===== config.mk =====
export PLATFORM = sky130hd
export DESIGN_NAME = sisc_ctrl_p_flat
export DESIGN_NICKNAME = d
export VERILOG_FILES = /design/src/rtl/sisc_ctrl_p_if.sv /design/src/rtl/sisc_ctrl_p.sv /design/src/flat_wrapper.sv
export SDC_FILE = /design/constraint.sdc
export NUM_CORES = 1
export LEC_CHECK = 0
export ABC_AREA = 1
export BUFFER_PORTS_ARGS = -buffer_cell sky130_fd_sc_hd__buf_2
export CAP_MARGIN = 20
export CORE_AREA = 3 3 40 42
export DETAILED_ROUTE_END_ITERATION = 16
export DIE_AREA = 0 0 43 45
export PLACE_DENSITY = 0.68
export SYNTH_ARGS = -nofsm -noshare
export SYNTH_HDL_FRONTEND = slang
export SYNTH_SLANG_ARGS = --single-unit

===== constraint.sdc =====
create_clock -name clk -period 1.7 [get_ports clk]
set_input_delay 0.17 -clock clk [delete_from_list [all_inputs] [get_ports clk]]
set_output_delay 0.17 -clock clk [all_outputs]
set_load 0.05 [all_outputs]

===== src/rtl/sisc_ctrl_p_if.sv =====
// Control interface between the SISC multi-cycle controller and its datapath.
//   opcode, mm, stat, mem_rdy : IR fields, ALU flags and data-memory ready (into the controller)
//   pc_*, br_sel, ir_load     : PC / IR controls
//   rf_we, wb_sel, rd_sel     : register-file controls
//   alu_op                    : 00 reg-reg, 01 immediate, 10 address add
//   dm_re, dm_we              : data-memory strobes
//   halted, mem_err, state    : status / debug
// Modport master is the controller; modport slave is the datapath side.
interface sisc_ctrl_p_if #(
  parameter int unsigned OP_W = 4,
  parameter int unsigned MM_W = 4
);
  logic [OP_W-1:0] opcode;
  logic [MM_W-1:0] mm;
  logic [MM_W-1:0] stat;
  logic            mem_rdy;
  logic            pc_rst;
  logic            pc_write;
  logic            pc_sel;
  logic            br_sel;
  logic            ir_load;
  logic            rf_we;
  logic            wb_sel;
  logic            rd_sel;
  logic [1:0]      alu_op;
  logic            dm_re;
  logic            dm_we;
  logic            halted;
  logic            mem_err;
  logic [2:0]      state;

  modport master (
    input  opcode, mm, stat, mem_rdy,
    output pc_rst, pc_write, pc_sel, br_sel, ir_load, rf_we, wb_sel, rd_sel,
    output alu_op, dm_re, dm_we, halted, mem_err, state
  );

  modport slave (
    output opcode, mm, stat, mem_rdy,
    input  pc_rst, pc_write, pc_sel, br_sel, ir_load, rf_we, wb_sel, rd_sel,
    input  alu_op, dm_re, dm_we, halted, mem_err, state
  );
endinterface


===== src/rtl/sisc_ctrl_p.sv =====
// SISC multi-cycle control FSM: START0/START1/FETCH/DECODE/EXECUTE/MEM/WRITEBACK/HALT.
// Ports:
//   clk   : system clock, rising edge
//   rst_f : asynchronous active-low reset
//   bus   : sisc_ctrl_p_if.master (IR fields, ALU flags, mem_rdy in; control strobes out)
// Outputs are combinational in present state, opcode, mm and stat.
// Optional feature: define SISC_CTRL_MEM_WAIT_EN to make MEM wait for mem_rdy on LOD/STR,
// with a TO_W-bit timeout that sets the sticky mem_err flag and halts.
module sisc_ctrl_p #(
  parameter int unsigned OP_W   = 4,
  parameter int unsigned MM_W   = 4,
  parameter int unsigned AM_IMM = 8,
  parameter int unsigned TO_W   = 4
) (
  input logic          clk,
  input logic          rst_f,
  sisc_ctrl_p_if.master bus
);

  typedef enum logic [2:0] {
    StStart0    = 3'd0,
    StStart1    = 3'd1,
    StFetch     = 3'd2,
    StDecode    = 3'd3,
    StExecute   = 3'd4,
    StMem       = 3'd5,
    StWriteback = 3'd6,
    StHalt      = 3'd7
  } state_e;

  localparam logic [OP_W-1:0] OpLod = OP_W'(1);
  localparam logic [OP_W-1:0] OpStr = OP_W'(2);
  localparam logic [OP_W-1:0] OpBra = OP_W'(4);
  localparam logic [OP_W-1:0] OpBrr = OP_W'(5);
  localparam logic [OP_W-1:0] OpBne = OP_W'(6);
  localparam logic [OP_W-1:0] OpAlu = OP_W'(8);
  localparam logic [OP_W-1:0] OpHlt = OP_W'(15);
  localparam logic [MM_W-1:0] MmImm = MM_W'(AM_IMM);

  state_e state_q, state_d;

  logic is_lod, is_str, is_bra, is_brr, is_bne, is_alu, is_hlt;
  logic br_taken;
  logic [1:0] alu_code;

  assign is_lod = (bus.opcode == OpLod);
  assign is_str = (bus.opcode == OpStr);
  assign is_bra = (bus.opcode == OpBra);
  assign is_brr = (bus.opcode == OpBrr);
  assign is_bne = (bus.opcode == OpBne);
  assign is_alu = (bus.opcode == OpAlu);
  assign is_hlt = (bus.opcode == OpHlt);

  // BRA/BRR with mm==0 are unconditional; BNE is taken when no selected flag is set.
  always_comb begin
    br_taken = 1'b0;
    if (is_bra || is_brr) begin
      br_taken = (bus.mm == '0) || ((bus.mm & bus.stat) != '0);
    end else if (is_bne) begin
      br_taken = ((bus.mm & bus.stat) == '0);
    end
  end

  always_comb begin
    alu_code = 2'b00;
    if (is_alu) begin
      alu_code = (bus.mm == MmImm) ? 2'b01 : 2'b00;
    end else if (is_lod || is_str) begin
      alu_code = 2'b10;
    end
  end

`ifdef SISC_CTRL_MEM_WAIT_EN
  logic [TO_W-1:0] cnt_q, cnt_d;
  logic            err_q, err_d;
`else
  logic unused_mem_rdy;
  assign unused_mem_rdy = bus.mem_rdy;
`endif

  // Next-state logic
  always_comb begin
    state_d = state_q;
`ifdef SISC_CTRL_MEM_WAIT_EN
    cnt_d   = cnt_q;
    err_d   = err_q;
`endif
    unique case (state_q)
      StStart0:    state_d = StStart1;
      StStart1:    state_d = StFetch;
      StFetch:     state_d = StDecode;
      StDecode:    state_d = is_hlt ? StHalt : StExecute;
      StExecute: begin
        state_d = StMem;
`ifdef SISC_CTRL_MEM_WAIT_EN
        cnt_d   = '0;
`endif
      end
      StMem: begin
`ifdef SISC_CTRL_MEM_WAIT_EN
        if (!(is_lod || is_str) || bus.mem_rdy) begin
          // mem_rdy wins over a coincident timeout
          state_d = StWriteback;
        end else if (cnt_q == '1) begin
          state_d = StHalt;
          err_d   = 1'b1;
        end else begin
          cnt_d = cnt_q + 1'b1;
        end
`else
        state_d = StWriteback;
`endif
      end
      StWriteback: state_d = StFetch;
      StHalt:      state_d = StHalt;
    endcase
  end

  always_ff @(posedge clk or negedge rst_f) begin
    if (!rst_f) begin
      state_q <= StStart0;
`ifdef SISC_CTRL_MEM_WAIT_EN
      cnt_q   <= '0;
      err_q   <= 1'b0;
`endif
    end else begin
      state_q <= state_d;
`ifdef SISC_CTRL_MEM_WAIT_EN
      cnt_q   <= cnt_d;
      err_q   <= err_d;
`endif
    end
  end

  // Output decode
  always_comb begin
    bus.pc_rst   = 1'b0;
    bus.pc_write = 1'b0;
    bus.pc_sel   = 1'b0;
    bus.br_sel   = 1'b0;
    bus.ir_load  = 1'b0;
    bus.rf_we    = 1'b0;
    bus.wb_sel   = 1'b0;
    bus.rd_sel   = 1'b0;
    bus.alu_op   = 2'b00;
    bus.dm_re    = 1'b0;
    bus.dm_we    = 1'b0;
    bus.halted   = 1'b0;
    unique case (state_q)
      StStart0: bus.pc_rst = 1'b1;
      StStart1: ;
      StFetch: begin
        bus.ir_load  = 1'b1;
        bus.pc_write = 1'b1;
      end
      StDecode: ;
      StExecute: begin
        bus.alu_op = alu_code;
        if (br_taken) begin
          bus.pc_write = 1'b1;
          bus.pc_sel   = 1'b1;
          bus.br_sel   = !is_brr;
        end
      end
      StMem: begin
        if (is_lod || is_str) begin
          bus.alu_op = 2'b10;
          bus.dm_re  = is_lod;
          bus.dm_we  = is_str;
        end
      end
      StWriteback: begin
        if (is_alu) begin
          bus.rf_we  = 1'b1;
          bus.rd_sel = 1'b1;
          bus.alu_op = alu_code;
        end else if (is_lod) begin
          bus.rf_we  = 1'b1;
          bus.wb_sel = 1'b1;
          bus.rd_sel = 1'b1;
        end
      end
      StHalt: bus.halted = 1'b1;
    endcase
  end

  assign bus.state = state_q;
`ifdef SISC_CTRL_MEM_WAIT_EN
  assign bus.mem_err = err_q;
`else
  assign bus.mem_err = 1'b0;
`endif

endmodule

===== src/flat_wrapper.sv =====
// flat-port wrapper written by rule: the top's interface ports become plain ports
module sisc_ctrl_p_flat 
#(
  parameter int unsigned OP_W   = 4,
  parameter int unsigned MM_W   = 4,
  parameter int unsigned AM_IMM = 8,
  parameter int unsigned TO_W   = 4
)
  (clk, rst_f, bus_opcode, bus_mm, bus_stat, bus_mem_rdy, bus_pc_rst, bus_pc_write, bus_pc_sel, bus_br_sel, bus_ir_load, bus_rf_we, bus_wb_sel, bus_rd_sel, bus_alu_op, bus_dm_re, bus_dm_we, bus_halted, bus_mem_err, bus_state);
  sisc_ctrl_p_if #(.OP_W(OP_W), .MM_W(MM_W)) bus_i ();
  input logic clk;
  input logic rst_f;
  input wire logic [$bits(bus_i.opcode)-1:0] bus_opcode;
  input wire logic [$bits(bus_i.mm)-1:0] bus_mm;
  input wire logic [$bits(bus_i.stat)-1:0] bus_stat;
  input wire logic [$bits(bus_i.mem_rdy)-1:0] bus_mem_rdy;
  output wire logic [$bits(bus_i.pc_rst)-1:0] bus_pc_rst;
  output wire logic [$bits(bus_i.pc_write)-1:0] bus_pc_write;
  output wire logic [$bits(bus_i.pc_sel)-1:0] bus_pc_sel;
  output wire logic [$bits(bus_i.br_sel)-1:0] bus_br_sel;
  output wire logic [$bits(bus_i.ir_load)-1:0] bus_ir_load;
  output wire logic [$bits(bus_i.rf_we)-1:0] bus_rf_we;
  output wire logic [$bits(bus_i.wb_sel)-1:0] bus_wb_sel;
  output wire logic [$bits(bus_i.rd_sel)-1:0] bus_rd_sel;
  output wire logic [$bits(bus_i.alu_op)-1:0] bus_alu_op;
  output wire logic [$bits(bus_i.dm_re)-1:0] bus_dm_re;
  output wire logic [$bits(bus_i.dm_we)-1:0] bus_dm_we;
  output wire logic [$bits(bus_i.halted)-1:0] bus_halted;
  output wire logic [$bits(bus_i.mem_err)-1:0] bus_mem_err;
  output wire logic [$bits(bus_i.state)-1:0] bus_state;
  assign bus_i.opcode = bus_opcode;
  assign bus_i.mm = bus_mm;
  assign bus_i.stat = bus_stat;
  assign bus_i.mem_rdy = bus_mem_rdy;
  assign bus_pc_rst = bus_i.pc_rst;
  assign bus_pc_write = bus_i.pc_write;
  assign bus_pc_sel = bus_i.pc_sel;
  assign bus_br_sel = bus_i.br_sel;
  assign bus_ir_load = bus_i.ir_load;
  assign bus_rf_we = bus_i.rf_we;
  assign bus_wb_sel = bus_i.wb_sel;
  assign bus_rd_sel = bus_i.rd_sel;
  assign bus_alu_op = bus_i.alu_op;
  assign bus_dm_re = bus_i.dm_re;
  assign bus_dm_we = bus_i.dm_we;
  assign bus_halted = bus_i.halted;
  assign bus_mem_err = bus_i.mem_err;
  assign bus_state = bus_i.state;
  sisc_ctrl_p #(.OP_W(OP_W), .MM_W(MM_W), .AM_IMM(AM_IMM), .TO_W(TO_W)) u_core (.clk(clk), .rst_f(rst_f), .bus(bus_i));
endmodule

==> run_results.csv <==
group,metric,value,unit
outcome,status,"completed",
worst_setup_path,path_buf_inv,3,
clock_tree,path_clk_slew,0.04,ns
die,io_pins,32,
synth,yosysSeqAreaShare,0.2027,
die,die_x,43,um
global_route,grt_pass1_wl,1807,um
die,initial_utilization,0.2882,
synth,synth_top_family_by_area,"simple AND/OR/NAND/NOR gates",
synth,synth_fa_ha_area_frac,0,
timing,setup_violations,0,
timing,fmaxAchievable,629.6,MHz
layout,diodes,0,
detailed_routing,vias,494,
timing,hold_violations,0,
worst_setup_path,crit_path_max_incr_delay,0.46,ns
placement,dp_cells,106,
power_and_ir_drop,peakVddDrop,0.001199,V
detailed_routing,finalWirelength,1123,um
clock_tree,clock-sinks,3,
die,die_h,45,um
placement,gp_congestion,0.7864,
detailed_routing,drtIter0Drc,7,
global_route,grt_max_degree,9,
min_path,hold_path_class,"input pin to async pin",
synth,synth_xor_xnor_area_share,0,
global_route,overflow,0,
clock_tree,cts_setup_buffers,0,
timing,tns,0,ns
timing,skew,0.005386,ns
run,drv_cap,0,
worst_setup_path,cpLargestDelayFamily,"flip-flops",
layout,final_cell_mix,"25 x buf_2, 13 x nand2_1, 12 x nor2_1",
synth,synth_top_area_cell,"dfrtp_1",
layout,area_delta_synth_final,59.12,%
clock_tree,cts_tree,"done",
placement,dp_hpwl,870.4,um
timing,slew_viol_final,0,
layout,final_layout_size_suffix_gt1_frac,0.5000,
worst_setup_path,critical_path_class,"flip-flop to primary output",
clock_tree,cts_root_buffer,"clkbuf_4",
detailed_routing,vias_per_cell,4.450,
detailed_routing,ant_nets,0,
detailed_routing,first_pass_iters,3,
layout,layout_commonest_cell,"buf_2",
detailed_routing,drcViolationCount,0,
synth,yosys.area.top_type_share,0.2027,
layout,finish.net_count,112,
worst_setup_path,crit_path_end_kind,"primary output",
layout,fin_cells,111,
synth,synth_compound_area_frac,0.09459,
global_route,grtUsageTotal,0.1277,
layout,n_fill_cell,141,
worst_setup_path,path_max_fanout,7,
clock_tree,cts_buffer_depth,2,
power_and_ir_drop,p_leak,0.0003264,uW
die,coreArea,1285,um2
worst_setup_path,slowest_stage,"dfrtp_2",
die,die_area,1935,um2
synth,syn_area,370.4,um2
clock_tree,htreeDepth,1,
synth,syn_nets,79,
detailed_routing,routedWlPerCell,10.12,um
synth,syn_avg_cell_area,5.787,um2
worst_setup_path,startpoint_type,"flip-flop",
timing,finalCritPeriodShare,0.9344,
worst_setup_path,cp.required,1.53,ns
layout,register_area,78.83,um2
placement,io_buffers,29,
worst_setup_path,worstPathCellList,"nor2_4, inv_2, nor2_4, inv_1, a22oi_2, buf_6",
synth,synth_seq_cells,3,
timing,min_period,1.588,ns
synth,yosys-top-cells-area,"dfrtp_1 20%, nand2_1 13%, nor2_1 13%",
global_route,grt_pass1_vias,445,
synth,yosys_warnings,0,
worst_setup_path,cp_common_cell,"nor2_4",
worst_setup_path,critical_path_arrival,1.42,ns
clock_tree,clk_latency,0.24,ns
die,rows,13,
timing,rsz0062_at_grt,"no",
synth,synth_cell_types,17,
global_route,antenna_found_initial,0,
synth,muxShareOfSynthArea,0,
layout,multiInputGateArea,251.5,um2
synth,synthSimpleGateAreaFrac,0.5304,
clock_tree,cts_buffers,3,
power_and_ir_drop,powerDensity,1693,nW/um2
synth,syn_inst,64,
[synthesized netlist by cell type, drive strengths merged]
cell type  number
a21oi           2
a22oi           1
buf             2
conb            1
dfrtp           3
inv            12
nand2          13
nand3           5
nand4           4
nor2           16
nor3            3
o21ai           1
o31ai           1
[stage by stage]
stage / power [uW] / instance area [um2] / hold slack (ns) / setup slack [ns] / util
floorplan: 688.4 / 385.4 / -0.1256 / -0.03680 / -
global placement: 828.7 / 534.3 / -0.03364 / 0.2669 / 0.4158
detailed placement: 832.9 / 534.3 / -0.03307 / 0.2576 / 0.4158
CTS: 979.1 / 573.1 / 0.2486 / 0.04077 / 0.4460
global route: 1069 / 589.3 / 0.2695 / 0.009006 / 0.4586
finish: 997.8 / 589.3 / 0.2735 / 0.1116 / 0.4586
[worst paths after layout]
check	start	endpoint	slack [ns]	cells past startpoint
worst min register to register	u_core.bus.state[1]	flip-flop	0.58	1
worst max register to register	u_core.bus.state[1]	u_core.bus.state[0]	0.56	4
worst min-delay path	rst_f	u_core.bus.state[1]	0.27	2
min in group clk	bus_opcode[3]	u_core.bus.state[1]	0.29	3
worst max-delay path	u_core.bus.state[1]	bus_alu_op[1]	0.11	6
max in group asynchronous	rst_f	u_core.bus.state[0]	1.31	2
[metal layers]
layer / track usage / vias to the layer above / share of wire
li1: - / 265 / -
met2: 0.2335 / 14 / 0.53
met4: 0.09036 / 0 / 0.016
met5: 0 / - / 0
met1: 0.1286 / 213 / 0.38
met3: 0.02789 / 2 / 0.065
[cells by family (layout without fill, tap and decap cells)]
family                 after synthesis  after routing
AND/OR/NAND/NOR                     41             41
AO/OA/AOI/OAI                        5              5
flip-flops                           3              3
other                                1              1
buffers and inverters               14             46
[cell type report]
cell class / count / area share
Timing Repair Buffer: 30 / 0.2866
Sequential cell: 3 / 0.1338
Clock buffer: 4 / 0.04459
Tap cell: 15 / 0.03185
Multi-Input combinational cell: 47 / 0.4268
Inverter: 12 / 0.07643
[where the power goes]
part | switching, uW | internal, uW | total (uW)
registers | 79.6 | 116 | 195
logic | 510 | 162 | 672
clock network | 42.1 | 88.3 | 130
total | 632 | 366 | 998
[repair_timing]
action                                 in CTS  in global routing
endpoints found under the hold margin       3                  0
gates resized for setup                     1                  7
pin swaps                                   0                  0
setup endpoints to repair                   1                  4
hold buffers                                1                  0
No activity file was read; power rests on OpenSTA's default activity.
